<file path="config.mk">
export PLATFORM = sky130hd
export DESIGN_NAME = uart_tx_arbiter
export DESIGN_NICKNAME = d
export VERILOG_FILES = /design/src/rtl/uart_tx_arbiter.sv
export SDC_FILE = /design/constraint.sdc
export NUM_CORES = 1
export LEC_CHECK = 0
export BUFFER_PORTS_ARGS = -buffer_cell sky130_fd_sc_hd__buf_2
export CORE_ASPECT_RATIO = 0.7
export CORE_UTILIZATION = 42
export CTS_CLUSTER_SIZE = 20
export DETAILED_ROUTE_END_ITERATION = 8
export HOLD_SLACK_MARGIN = 0.12
export PLACE_DENSITY = 0.71
export RECOVER_POWER = 25
export SLEW_MARGIN = 20
export SYNTH_ARGS = -nofsm -noshare
export SYNTH_HDL_FRONTEND = slang
export SYNTH_SLANG_ARGS = --single-unit
export TNS_END_PERCENT = 20
</file>
<file path="constraint.sdc">
create_clock -name CLK -period 3.75 [get_ports CLK]
set_input_delay 0.5625 -clock CLK [delete_from_list [all_inputs] [get_ports CLK]]
set_output_delay 0.5625 -clock CLK [all_outputs]
set_load 0.03 [all_outputs]
</file>
<file path="src/rtl/uart_tx_arbiter.sv">
// uart_tx_arbiter: round-robin scheduler that shares a single UART transmitter
// between N_REQ byte producers. One requester is granted at a time; its byte
// and parity settings are latched on the grant edge and held until the next
// grant. Frame completion is tracked through the transmitter's busy flag, and
// a frame whose busy never rises is abandoned after BUSY_TIMEOUT cycles.
module uart_tx_arbiter #(
  parameter int N_REQ        = 4,
  parameter int DATA_WIDTH   = 8,
  parameter int BUSY_TIMEOUT = 4
) (
  input  logic                          CLK,
  input  logic                          RST,
  input  logic [N_REQ-1:0]              req_valid,
  input  logic [N_REQ*DATA_WIDTH-1:0]   req_data,
  input  logic [N_REQ-1:0]              req_par_en,
  input  logic [N_REQ-1:0]              req_par_typ,
  output logic [N_REQ-1:0]              req_ack,
  output logic [N_REQ-1:0]              req_done,
  output logic [DATA_WIDTH-1:0]         tx_p_data,
  output logic                          tx_data_valid,
  output logic                          tx_par_en,
  output logic                          tx_par_typ,
  input  logic                          tx_busy,
  output logic [$clog2(N_REQ)-1:0]      grant_id,
  output logic                          arb_busy,
  output logic                          timeout_err
);

  localparam int ID_W  = $clog2(N_REQ);
  localparam int CNT_W = $clog2(BUSY_TIMEOUT + 1);

  typedef enum logic [1:0] {IDLE, ISSUE, WAIT_BUSY, WAIT_DONE} state_t;

  state_t            state;
  logic [ID_W-1:0]   last;
  logic [CNT_W-1:0]  busy_cnt;

  logic              hi_found;
  logic              lo_found;
  logic [ID_W-1:0]   hi_idx;
  logic [ID_W-1:0]   lo_idx;
  logic              pick_found;
  logic [ID_W-1:0]   pick_idx;

  function automatic logic [N_REQ-1:0] onehot(input logic [ID_W-1:0] idx);
    onehot      = '0;
    onehot[idx] = 1'b1;
  endfunction

  // Round-robin pick: lowest requester above 'last' wins, otherwise wrap to
  // the lowest requester at or below 'last'. Scanning downward lets the
  // lowest matching index overwrite earlier hits.
  always_comb begin
    hi_found = 1'b0;
    lo_found = 1'b0;
    hi_idx   = '0;
    lo_idx   = '0;
    for (int i = N_REQ - 1; i >= 0; i--) begin
      if (req_valid[i]) begin
        if (i > int'(last)) begin
          hi_found = 1'b1;
          hi_idx   = ID_W'(i);
        end else begin
          lo_found = 1'b1;
          lo_idx   = ID_W'(i);
        end
      end
    end
    pick_found = hi_found | lo_found;
    pick_idx   = hi_found ? hi_idx : lo_idx;
  end

  // Arbiter FSM with all outputs registered; strobes default low every cycle.
  always_ff @(posedge CLK or negedge RST) begin
    if (!RST) begin
      state         <= IDLE;
      last          <= ID_W'(N_REQ - 1);
      busy_cnt      <= '0;
      grant_id      <= '0;
      tx_p_data     <= '0;
      tx_par_en     <= 1'b0;
      tx_par_typ    <= 1'b0;
      tx_data_valid <= 1'b0;
      req_ack       <= '0;
      req_done      <= '0;
      arb_busy      <= 1'b0;
      timeout_err   <= 1'b0;
    end else begin
      tx_data_valid <= 1'b0;
      req_ack       <= '0;
      req_done      <= '0;
      timeout_err   <= 1'b0;
      case (state)
        IDLE: begin
          // An external frame still on the line blocks any new grant.
          if (pick_found && !tx_busy) begin
            state         <= ISSUE;
            grant_id      <= pick_idx;
            last          <= pick_idx;
            tx_p_data     <= req_data[pick_idx*DATA_WIDTH +: DATA_WIDTH];
            tx_par_en     <= req_par_en[pick_idx];
            tx_par_typ    <= req_par_typ[pick_idx];
            tx_data_valid <= 1'b1;
            req_ack       <= onehot(pick_idx);
            arb_busy      <= 1'b1;
          end
        end
        ISSUE: begin
          state    <= WAIT_BUSY;
          busy_cnt <= '0;
        end
        WAIT_BUSY: begin
          if (tx_busy) begin
            state <= WAIT_DONE;
          end else if (busy_cnt == CNT_W'(BUSY_TIMEOUT - 1)) begin
            // Transmitter never picked the byte up: drop it, keep 'last'
            // advanced so the next requester gets the following turn.
            state       <= IDLE;
            timeout_err <= 1'b1;
            arb_busy    <= 1'b0;
          end else begin
            busy_cnt <= busy_cnt + 1'b1;
          end
        end
        WAIT_DONE: begin
          if (!tx_busy) begin
            state    <= IDLE;
            req_done <= onehot(grant_id);
            arb_busy <= 1'b0;
          end
        end
        default: begin
          state    <= IDLE;
          arb_busy <= 1'b0;
        end
      endcase
    end
  end

endmodule

</file>
==> run_results.csv <==
group,metric,value,unit
cells_and_area,num-nets-final,288,
clock_network,clock_sink_count,30,
floorplan,placementRows,18,
clock_network,cts_made_buffers,5,
synth,postSynthCellCount,175,
detailed_routing,route.vias.total,1599,
critical_path,crit_fanout,23,
critical_path,cp-start-kind,"flip-flop",
timing,worst_slew_pin_slew,1.58,ns
global_route,via_count_of_the_first_global_routing_pass,1462,
timing,final.setup.tns,0,ns
detailed_routing,drt_pass1_iterations,4,
clock_network,cts.repair_timing.setup_buffer_count,0,
place,dp_cells,282,
floorplan,die_w,77.3,µm
clock_network,clk_latency,0.28,ns
clock_network,cts_tree,"built",
place,post-place-ws,1.15,ns
detailed_routing,post_drt_via_cell_ratio,5.51,
timing,timing.final.max_slew_violations,31,
synth,synth-seq-cells,30,
global_route,grt_antenna_before_repair,0,
place,dpl_wire_length,3090,µm
synth,synthMostInstantiatedCell,"sky130_fd_sc_hd__dfrtp_1",
floorplan,io-pin-count,70,
clock_network,postCtsHoldBufs,0,
floorplan,die-area,4230,µm²
status,failed_checks,"max-capacitance violations, max-slew violations",
global_route,overflow,0,
flow_run,max_cap_violations,1,
synth,yosysWarningCount,0,
detailed_routing,drt_initial_violations,150,
detailed_routing,remaining_drc_errors,0,
clock_network,htree_levels,2,
clock_network,clockRootBuffer,"sky130_fd_sc_hd__clkbuf_8",
cells_and_area,antenna_cells,0,
critical_path,critPathRequiredTime,3.94,ns
cells_and_area,layout-drive-gt1-share,0.367,
critical_path,crit_type,"reg -> reg",
floorplan,initial_core_util,0.457,
synth,syn_nets,224,
detailed_routing,routed_wl,4260,µm
status,status,"finished with violations",
clock_network,postCtsResizedCells,0,
timing,maximum_clock_rate,0.387,GHz
timing,fin_crit_sh,0.690,
cells_and_area,fillers,350,
synth,post_synth_most_frequent_cells,"sky130_fd_sc_hd__dfrtp_1 (28), sky130_fd_sc_hd__nor3_1 (18), sky130_fd_sc_hd__nor2_1 (15)",
synth,syn_area,1670,µm²
place,routabilityCongestion,0.815,
critical_path,cp_data_arrival_time,2.78,ns
timing,setup_repair_after_global_routing_missed_its_margin,"no",
pwr,design_power_total,1.49,mW
pwr,p_leak,0.971,nW
detailed_routing,wire_per_inst,14.7,µm
timing,final-setup-viol-count,0,
global_route,grtUsageTotal,0.218,
pwr,power.density,715,nW/µm²
detailed_routing,postRouteAntennaNets,0,
global_route,grt_pass1_wl,6750,µm
floorplan,area_of_the_core,3650,µm²
clock_network,clk_path_buf_depth,2,
synth,number_of_synthesized_flops_with_an_enable_pin,0,
synth,synth.distinct_cells,42,
worst_hold_path,hold_path_class,"reg -> reg",
timing,timing.final.hold_violations,0,
synth,synthTopCellsByArea,"sky130_fd_sc_hd__dfrtp_1 (42%), sky130_fd_sc_hd__nor3_1 (5.4%), sky130_fd_sc_hd__a21boi_0 (4.1%)",
timing,timing.max_slew.rel_slack,-0.0553,
floorplan,die_height,54.7,µm
timing,post-route-worst-setup-slack,1.16,ns
synth,proportion_of_netlist_area_held_by_the_largest_area_contributor,0.420,
cells_and_area,finalNonFillerCells,290,
cells_and_area,layout-area-overhead-vs-synth,25.2,%
critical_path,setup.worst_path.end_class,"flip-flop",
global_route,pin_count_of_the_biggest_net_entering_global_routing,31,
synth,yosysSeqAreaShare,0.452,
pwr,vdd_drop_max,0.350,mV
place,buffer_ports.inserted,69,
synth,synthDominantAreaCellType,"sky130_fd_sc_hd__dfrtp_1",
cells_and_area,post-route-util,0.572,
timing,fin_skew,0.00477,ns
synth,async_flop_share,1.00,
synth,avgSynthCellArea,9.52,µm²
timing,post-route-min-period,2.59,ns
synth,dominantRegCellSynth,"sky130_fd_sc_hd__dfrtp_1",
clock_network,cts.reportedPaths.clkPinSlew,0.06,ns
==> sequential cells by signal, summed over array words and instances, names as in the netlist <==
signal and count:
tx_p_data 8, req_ack 4, req_done 4, busy_cnt 3
grant_id 2, last 2, state 2, arb_busy 1
timeout_err 1, tx_data_valid 1, tx_par_en 1, tx_par_typ 1
==> where the power goes <==
group          internal [mW]  switching [mW]  leakage [nW]
Combinational          0.232           0.443         0.559
Clock                  0.128           0.118        0.0450
Sequential             0.446           0.125         0.368
==> final timing paths <==
kind	cells past startpoint	slack [ns]	startpoint	end
hold reg to reg	1	0.52	grant_id[0]	req_done[2]
min in group asynchronous	1	0.67	RST	req_done[1]
hold / removal	1	0.52	grant_id[0]	req_done[2]
setup reg to reg	5	1.16	last[1]	tx_p_data[5]
setup / recovery	5	1.16	last[1]	tx_p_data[5]
max in group asynchronous	1	2.16	RST	tx_par_en
==> cell type report <==
type,instances,area [µm²],share of cell area
Inverter,8,31.3,0.0150
Sequential cell,30,753,0.361
Clock inverter,2,10.0,0.00480
Timing Repair Buffer,69,344,0.165
Multi-Input combinational cell,125,813,0.390
Tap cell,50,62.6,0.0300
Clock buffer,6,72.6,0.0348
==> kinds of logic after synthesis <==
logic type / after synthesis / share of synthesized area
buffers and inverters: 20 / 0.0601
and+or+nand+nor: 61 / 0.185
DFF: 30 / 0.452
adders and majority gates: 2 / 0.0150
muxes: 3 / 0.0180
AOI/OAI and AO/OA: 59 / 0.270
==> critical path, stage by stage (launching register included) <==
cell and delay, ns:
sky130_fd_sc_hd__dfstp_2 0.63, sky130_fd_sc_hd__mux2i_1 0.32, sky130_fd_sc_hd__o21a_1 0.33, sky130_fd_sc_hd__and2_1 0.79, sky130_fd_sc_hd__a211oi_1 0.20, sky130_fd_sc_hd__nor3_1 0.23
==> metal layers <==
| layer | wire length [µm] | GRT usage | up-vias | share of wire |
|---|---|---|---|---|
| met5 | 0 | 0 | - | 0 |
| met4 | 58 | 0.113 | 0 | 0.014 |
| met3 | 361 | 0.0600 | 6 | 0.085 |
| met2 | 1850 | 0.332 | 81 | 0.43 |
| met1 | 1990 | 0.287 | 738 | 0.47 |
| li1 | - | - | 774 | - |
==> through the flow <==
step / area [µm²] / hold WS (ns)
floorplan: 1670 / 0.267
global placement: 2010 / 0.494
detailed placement: 2010 / 0.506
CTS: 2090 / 0.322
global route: 2090 / 0.566
finish: 2090 / 0.520
==> layout by cell type, fill, tap and decap left out, types with 4 or more instances in the layout <==
master and count:
sky130_fd_sc_hd__clkbuf_8 5, sky130_fd_sc_hd__dfrtp_1 28, sky130_fd_sc_hd__o32ai_1 4, sky130_fd_sc_hd__a21boi_0 9, sky130_fd_sc_hd__o21ai_0 7, sky130_fd_sc_hd__a211oi_1 8
sky130_fd_sc_hd__a21oi_1 12, sky130_fd_sc_hd__inv_1 7, sky130_fd_sc_hd__nand2_1 13, sky130_fd_sc_hd__nor3_1 18, sky130_fd_sc_hd__nor4_1 5, sky130_fd_sc_hd__o32ai_2 4
sky130_fd_sc_hd__nor2_1 15, sky130_fd_sc_hd__buf_2 68
Power figures use the tool's default switching activity.
